$ cat src/rtl/fwd_hazard_unit.sv
// Forwarding select and hazard stall generation for a 5-stage RISC-V pipeline.
// Tracks EX/MEM destinations internally; fwd selects are registered as the consumer enters EX.
module fwd_hazard_unit #(
    parameter int unsigned INST_LENGTH     = 32,
    parameter int unsigned REG_ADDR_LENGTH = 5,
    parameter int unsigned OPCODE_LENGTH   = 7,
    parameter bit          FWD_EN          = 1'b1,
    parameter bit          LOAD_FWD_MEM    = 1'b1,
    parameter int unsigned CNT_WIDTH       = 16
) (
    input  logic                   clk,
    input  logic                   rst_n,
    input  logic [INST_LENGTH-1:0] id_inst,
    input  logic                   id_valid,
    input  logic                   hold,
    input  logic                   flush,
    output logic                   stall,
    output logic [1:0]             fwd1,
    output logic [1:0]             fwd2,
    output logic                   ex_valid,
    output logic [CNT_WIDTH-1:0]   stall_cnt
);

    localparam int unsigned RD_LSB  = OPCODE_LENGTH;
    localparam int unsigned RS1_LSB = OPCODE_LENGTH + REG_ADDR_LENGTH + 3;
    localparam int unsigned RS2_LSB = RS1_LSB + REG_ADDR_LENGTH;
    localparam int unsigned TOP_LSB = RS2_LSB + REG_ADDR_LENGTH;

    localparam logic [OPCODE_LENGTH-1:0] OPC_LOAD   = OPCODE_LENGTH'(7'b0000011);
    localparam logic [OPCODE_LENGTH-1:0] OPC_STORE  = OPCODE_LENGTH'(7'b0100011);
    localparam logic [OPCODE_LENGTH-1:0] OPC_BRANCH = OPCODE_LENGTH'(7'b1100011);
    localparam logic [OPCODE_LENGTH-1:0] OPC_OP     = OPCODE_LENGTH'(7'b0110011);
    localparam logic [OPCODE_LENGTH-1:0] OPC_LUI    = OPCODE_LENGTH'(7'b0110111);
    localparam logic [OPCODE_LENGTH-1:0] OPC_AUIPC  = OPCODE_LENGTH'(7'b0010111);
    localparam logic [OPCODE_LENGTH-1:0] OPC_JAL    = OPCODE_LENGTH'(7'b1101111);

    localparam logic [1:0] SEL_RF      = 2'b00;
    localparam logic [1:0] SEL_MEM_ALU = 2'b01;
    localparam logic [1:0] SEL_MEM_LD  = 2'b10;
    localparam logic [1:0] SEL_WB      = 2'b11;

    // ID decode
    logic [OPCODE_LENGTH-1:0]   id_opcode;
    logic [REG_ADDR_LENGTH-1:0] id_rd;
    logic [REG_ADDR_LENGTH-1:0] id_rs1;
    logic [REG_ADDR_LENGTH-1:0] id_rs2;
    logic                       id_writes_rd;
    logic                       id_is_load;
    logic                       id_uses_rs1;
    logic                       id_uses_rs2;

    assign id_opcode = id_inst[OPCODE_LENGTH-1:0];
    assign id_rd     = id_inst[RD_LSB  +: REG_ADDR_LENGTH];
    assign id_rs1    = id_inst[RS1_LSB +: REG_ADDR_LENGTH];
    assign id_rs2    = id_inst[RS2_LSB +: REG_ADDR_LENGTH];

    assign id_writes_rd = (id_opcode != OPC_BRANCH) && (id_opcode != OPC_STORE) &&
                          (id_rd != '0);
    assign id_is_load   = (id_opcode == OPC_LOAD);
    assign id_uses_rs1  = (id_opcode != OPC_LUI) && (id_opcode != OPC_AUIPC) &&
                          (id_opcode != OPC_JAL);
    assign id_uses_rs2  = (id_opcode == OPC_OP) || (id_opcode == OPC_STORE) ||
                          (id_opcode == OPC_BRANCH);

    // funct3 and funct7/immediate bits play no part in hazard detection
    logic unused_inst_bits;
    assign unused_inst_bits = ^{id_inst[RS1_LSB-1:RD_LSB+REG_ADDR_LENGTH],
                                id_inst[INST_LENGTH-1:TOP_LSB]};

    // Tracker entries
    logic                       ex_v_q;
    logic [REG_ADDR_LENGTH-1:0] ex_rd_q;
    logic                       ex_wr_q;
    logic                       ex_ld_q;
    logic                       mem_v_q;
    logic [REG_ADDR_LENGTH-1:0] mem_rd_q;
    logic                       mem_wr_q;

    logic m_ex1, m_ex2, m_mem1, m_mem2;

    assign m_ex1  = ex_v_q  && ex_wr_q  && (ex_rd_q  == id_rs1) && id_uses_rs1;
    assign m_ex2  = ex_v_q  && ex_wr_q  && (ex_rd_q  == id_rs2) && id_uses_rs2;
    assign m_mem1 = mem_v_q && mem_wr_q && (mem_rd_q == id_rs1) && id_uses_rs1;
    assign m_mem2 = mem_v_q && mem_wr_q && (mem_rd_q == id_rs2) && id_uses_rs2;

    logic hazard;
    logic enter;

    always_comb begin
        hazard = 1'b0;
        if (!FWD_EN) begin
            hazard = m_ex1 || m_ex2 || m_mem1 || m_mem2;
        end else if (!LOAD_FWD_MEM) begin
            hazard = ex_ld_q && (m_ex1 || m_ex2);
        end
    end

    // flush outranks any hazard: the ID instruction is discarded, not delayed
    assign stall = id_valid && !flush && hazard;
    assign enter = id_valid && !flush && !hazard;

    // The EX producer will sit in MEM when the consumer reaches EX, hence the shift by one stage
    function automatic logic [1:0] fwd_sel(input logic m_ex, input logic m_mem,
                                           input logic ex_is_load);
        logic [1:0] sel;
        sel = SEL_RF;
        if (FWD_EN) begin
            if (m_ex) begin
                sel = ex_is_load ? SEL_MEM_LD : SEL_MEM_ALU;
            end else if (m_mem) begin
                sel = SEL_WB;
            end
        end
        return sel;
    endfunction

    logic [1:0] fwd1_d;
    logic [1:0] fwd2_d;

    always_comb begin
        fwd1_d = SEL_RF;
        fwd2_d = SEL_RF;
        if (enter) begin
            fwd1_d = fwd_sel(m_ex1, m_mem1, ex_ld_q);
            fwd2_d = fwd_sel(m_ex2, m_mem2, ex_ld_q);
        end
    end

    always_ff @(posedge clk or negedge rst_n) begin
        if (!rst_n) begin
            ex_v_q    <= 1'b0;
            ex_rd_q   <= '0;
            ex_wr_q   <= 1'b0;
            ex_ld_q   <= 1'b0;
            mem_v_q   <= 1'b0;
            mem_rd_q  <= '0;
            mem_wr_q  <= 1'b0;
            fwd1      <= SEL_RF;
            fwd2      <= SEL_RF;
            stall_cnt <= '0;
        end else if (!hold) begin
            mem_v_q  <= ex_v_q;
            mem_rd_q <= ex_rd_q;
            mem_wr_q <= ex_wr_q;
            ex_v_q   <= enter;
            ex_rd_q  <= id_rd;
            ex_wr_q  <= id_writes_rd;
            ex_ld_q  <= id_is_load;
            fwd1     <= fwd1_d;
            fwd2     <= fwd2_d;
            if (stall && (stall_cnt != '1)) begin
                stall_cnt <= stall_cnt + CNT_WIDTH'(1);
            end
        end
    end

    assign ex_valid = ex_v_q;

endmodule
$ cat config.mk
export PLATFORM = sky130hd
export DESIGN_NAME = fwd_hazard_unit
export DESIGN_NICKNAME = d
export VERILOG_FILES = /design/src/rtl/fwd_hazard_unit.sv
export SDC_FILE = /design/constraint.sdc
export NUM_CORES = 1
export LEC_CHECK = 0
export ABC_CLOCK_PERIOD_IN_PS = 1500
export BUFFER_PORTS_ARGS = -buffer_cell sky130_fd_sc_hd__buf_2
export CAP_MARGIN = 30
export CELL_PAD_IN_SITES_DETAIL_PLACEMENT = 1
export CELL_PAD_IN_SITES_GLOBAL_PLACEMENT = 1
export CORE_MARGIN = 1
export CORE_UTILIZATION = 34
export CTS_BUF_LIST = sky130_fd_sc_hd__clkbuf_4 sky130_fd_sc_hd__clkbuf_8
export CTS_CLUSTER_DIAMETER = 80
export DETAILED_ROUTE_END_ITERATION = 12
export GPL_TIMING_DRIVEN = 1
export PLACE_DENSITY = 0.84
export SYNTH_ARGS = -nofsm -noshare
export SYNTH_HDL_FRONTEND = slang
export SYNTH_SLANG_ARGS = --single-unit
$ cat constraint.sdc
create_clock -name clk -period 1.5 [get_ports clk]
set_input_delay 0.45 -clock clk [delete_from_list [all_inputs] [get_ports clk]]
set_output_delay 0.45 -clock clk [all_outputs]
set_load 0.05 [all_outputs]
# Word-level counts from Yosys, hierarchy flattened
# Index checks and enable logic that the tools add are counted.
[totals]
regBits = 19
latchBits = 0
ram_bits = 0
romBits = 0
input_bits = 37
mem_count = 0
[op_classes]
n_addsub = 0
n_mul = 0
n_div = 0
magnitude_cmp = 0
n_eq_ne = 13
shift = 0
mux = 7
n_bitwise = 0
n_reduce_logical = 19
[op_table]
columns = ["cell", "n"]
rows = [
  ["equality test 5 bit", 4],
  ["logical AND 1 bit", 15],
  ["equality test 7 x 6 -> 1 bit (second input constant)", 2],
  ["2-to-1 mux 2 bit", 7],
  ["inequality test 7 x 6 -> 1 bit (second input constant)", 2],
  ["inequality test 7 bit (second input constant)", 2],
  ["equality test 7 x 2 -> 1 bit (second input constant)", 1],
  ["equality test 7 bit (second input constant)", 1],
  ["inequality test 7 x 5 -> 1 bit (second input constant)", 1],
  ["nonzero test 5 bit", 1],
  ["logical OR 1 bit", 2],
  ["zero test 1 bit", 1],
]

# Longest topological paths before layout
[depth]
ltp_word = 7
mapped_depth = 5

# Worst setup path before layout
# OpenSTA, ideal clock, no wires.
[synth_timing]
kind = "register to register"
start = "reg ex_v_q, in the netlist ex_valid"
end = "reg fwd1[0]"
arrival_ps = 1375
required_ps = 1364
path_slack_ps = -12
stages_incl_launch_ff = 5
path_buffers = 0
period_less_slack_ps = 1512
cell_sequence = "dfrtp_1 > nand2_1 > or3_4 > nand4_1 > o311ai_2"
[synth_via]
elab_chain_cells = 5
[synth_lines]
columns = ["item", "line", "source"]
rows = [
  ["from (decl)", "71", "logic ex_v_q;"],
  ["from (signal assigned)", "145", "ex_v_q <= enter;"],
  ["logical AND 1 bit (3 in series)", "81", "assign m_ex1 = ex_v_q && ex_wr_q && (ex_rd_q == id_rs1) && id_uses_rs1;"],
  ["2-to-1 mux 2 bit", "108", "if (m_ex) begin"],
  ["2-to-1 mux 2 bit", "123", "if (enter) begin"],
  ["to (signal assigned)", "149", "fwd1 <= fwd1_d;"],
  ["to (decl)", "18", "output logic [1:0] fwd1,"],
]
# Every way passes these cells.
# A chain may end at the register's enable or synchronous reset.

# Worst setup path in the final report
[layout_timing]
start = "reg ex_rd_q[2]"
end = "reg fwd2[0]"
[layout_via]
elab_chain_cells = 5
[layout_lines]
columns = ["item", "line", "source"]
rows = [
  ["from (decl)", "72", "logic [REG_ADDR_LENGTH-1:0] ex_rd_q;"],
  ["from (signal assigned)", "146", "ex_rd_q <= id_rd;"],
  ["equality test 5 bit", "82", "assign m_ex2 = ex_v_q && ex_wr_q && (ex_rd_q == id_rs2) && id_uses_rs2;"],
  ["logical AND 1 bit (2 in series)", "82", ""],
  ["2-to-1 mux 2 bit", "108", ""],
  ["2-to-1 mux 2 bit", "123", ""],
  ["to (signal assigned)", "150", "fwd2 <= fwd2_d;"],
  ["to (decl)", "19", "output logic [1:0] fwd2,"],
]
# Every way passes these cells.

==> flow_metrics.py <==
metrics = {
    "synth": {
        "ys_types": 27,
        "ys_async_sr_fraction_pct": 100,
        "ys.flop_type": "dfrtp_1",
        "avgSynthCellArea_um2": 10.5,
        "synth_top_cell_by_area": "dfrtp_1",
        "synth_warnings": 0,
        "syn_inst": 113,
        "ys_seq_area_share_pct": 40.3,
        "synth_area_mm2": 0.00118,
        "synth_enable_flop_cells": 0,
        "synth_area_leaders": "dfrtp_1 (40%), xnor2_1 (12%), mux2_2 (11%)",
        "ys_ff_latch": 19,
        "yosysTopAreaCellShare_pct": 40.3,
    },
    "drt": {
        "vias": 947,
        "wl_um": 2890,
        "routedWlPerCell_um": 14.4,
        "drt-vias-per-instance": 4.74,
        "route.antenna.remaining_nets": 0,
        "drc": 0,
        "drtIter0Drc": 11,
        "dr.pass1.iters": 6,
    },
    "flow_run": {
        "drv_cap": 0,
    },
    "placement": {
        "gp_congestion": 0.768,
        "port_buffers": 31,
        "place_inst": 195,
        "placed_cell_area_mm2": 0.00138,
        "place.detailed.hpwl_um": 2230,
    },
    "power_and_ir_drop": {
        "intPower_mw": 0.826,
        "ir_drop_mv": 0.346,
        "power.clock.fraction_pct": 22.7,
        "p_sw_mw": 0.434,
        "combPwrFrac_pct": 28.8,
        "switching_share_pct": 34.5,
        "p_seq_share_pct": 48.5,
        "powerDensity_mw_per_mm2": 872,
        "p_leak_nw": 0.659,
    },
    "worst_setup_path": {
        "regToRegSetupSlack_ps": 40,
        "cpPeakStageDelay_ps": 460,
        "r2r_start": "ex_rd_q[2]",
        "r2r_cells": 5,
        "worstPathMaxFanout": 4,
        "crit_path_cell_trace": "xnor2_1 -> nand4_1 -> nor3_2 -> nand3b_1 -> nand2_1",
        "endpoint_kind": "flip-flop",
        "cp_data_arrival_time_ps": 1660,
        "cp-start-kind": "flip-flop",
        "worstPathRequired_ps": 1710,
        "r2r_end": "fwd2[0]",
        "critPathKind": "flip-flop to flip-flop",
        "startpoint": "ex_rd_q[2]",
        "worst_path_max_delay_cell": "dfrtp_1",
    },
    "cells_and_area": {
        "layout_common_cells": "buf_2 (31), conb_1 (17), dfrtp_1 (17), xnor2_1 (13)",
        "stdcell_count": 200,
        "fin_area_mm2": 0.00145,
        "drive_gt1_share_pct": 42.2,
        "syn_to_final_growth_pct": 22.4,
        "final_nets": 192,
        "final_common_cell": "buf_2",
        "antenna_cells": 0,
    },
    "timing": {
        "setup_tns_ps": 0,
        "fin_skew_ps": 3.51,
        "setup_viol": 0,
        "slew_viol_final": 0,
        "fin_crit_sh_pct": 97.1,
        "fmax_ghz": 0.686,
        "rsz0062_at_grt": "true",
        "finalHoldViolations": 0,
        "post-route-min-period_ps": 1460,
        "timing.hold.ws_ps": 61.9,
    },
    "grt": {
        "grt_pass1_wl_um": 4600,
        "grt_max_degree": 22,
        "grt_overflow": 0,
        "antenna_found_initial": 0,
        "grt_usage_pct": 17.4,
        "first_global_vias": 973,
    },
    "die": {
        "core_mm2": 0.00334,
        "die_h_um": 60.9,
        "ioPinCount": 59,
        "dieArea_mm2": 0.00371,
        "rows": 21,
        "die_w_um": 60.9,
        "start_util_pct": 35.4,
    },
    "clock_tree": {
        "clk_latency_ps": 310,
        "cts.sinks": 19,
        "h-tree-depth": 1,
        "cts_inserted_buffers": 3,
        "cts_buffer_depth": 2,
        "cts_tree": "done",
        "cts-root-buf": "clkbuf_4",
        "clk_pin_slew_ps": 110,
    },
    "status": {
        "status": "finished clean",
    },
    "worst_hold_path": {
        "min_path_type": "primary input to asynchronous set/reset pin",
    },
}
==> final cells by class <==
| cell class | count | area, um2 |
|---|---|---|
| fill | 396 | 1890 |
| multi-input combinational | 90 | 653 |
| sequential | 19 | 478 |
| timing repair buffer | 40 | 223 |
| tap | 46 | 57.6 |
| clock buffer | 4 | 30.0 |
| inverter | 1 | 3.75 |
==> cells in the mapped netlist (2+ instances only) <==
library cell and count:
a32oi_1 2, buf_4 17, dfrtp_1 19, mux2_2 12
nand2_1 12, nand4_1 7, nor2_1 2, nor3_1 4
o21ai_0 2, xnor2_1 16, xor2_1 4
==> routing by layer <==
layer | track usage, % | up-vias | share of wire, % | wire length, um
met5 | 0 | - | 0 | 0
met4 | 6.82 | 0 | 1.4 | 41
met3 | 2.56 | 5 | 3.6 | 105
met2 | 32.3 | 31 | 56 | 1630
met1 | 19.9 | 469 | 39 | 1110
li1 | - | 442 | - | -
==> per-stage QoR <==
stage	worst slack [ps]	total power, mW	utilization (%)
5_1_grt	-46.7	1.33	43.3
4_1_cts	4.45	1.25	42.2
6_report	42.9	1.26	43.3
3_3_place_gp	-81.1	0.940	41.3
2_1_floorplan	123	0.882	-
3_5_place_dp	-113	0.965	41.3
==> state kept, by name, summed over array words and instances (netlist names) <==
signal    cells
mem_wr_q      1
fwd2          2
mem_rd_q      5
ex_valid      1
ex_wr_q       1
ex_rd_q       5
ex_ld_q       1
fwd1          2
mem_v_q       1
==> power by group through the flow <==
stage / Combinational, mW / Sequential [mW] / Clock (mW)
2_1_floorplan: 0.269 / 0.613 / 0
3_3_place_gp: 0.327 / 0.613 / 0
3_5_place_dp: 0.347 / 0.618 / 0
4_1_cts: 0.349 / 0.608 / 0.292
5_1_grt: 0.393 / 0.618 / 0.317
6_report: 0.363 / 0.611 / 0.286
==> worst max path at each step <==
stage	end	cells past startpoint	slack (ps)
after detailed placement	fwd1[0]	6	-110
final	fwd2[0]	5	40
after floorplan	fwd1[0]	5	120
after global routing	fwd2[0]	5	-50
after CTS	fwd2[0]	5	4
after global placement	fwd1[0]	6	-80
==> worst max-delay path, delay by kind of cell, from the launching register on <==
family	cells	cell delay, ps
xor gates and xnor gates	1	210
DFF	1	460
and+or+nand+nor	4	680
==> kinds of logic (layout without fill, tap and decap cells) <==
family	count (synthesis)	in the layout	share of synthesized area, %
flip-flops	19	19	40.3
other	1	17	0.317
buffers and inverters	20	45	11.9
XOR/XNOR	20	20	14.8
multiplexers	12	12	11.4
AND/OR/NAND/NOR	32	32	14.5
AO/OA/AOI/OAI	9	9	6.78
==> what timing repair did <==
action,in CTS,in global routing
setup buffers,0,1
hold buffers,0,0
endpoints found under the setup margin,0,4
gates resized for setup,0,5
(Power assumes the default switching activity.)
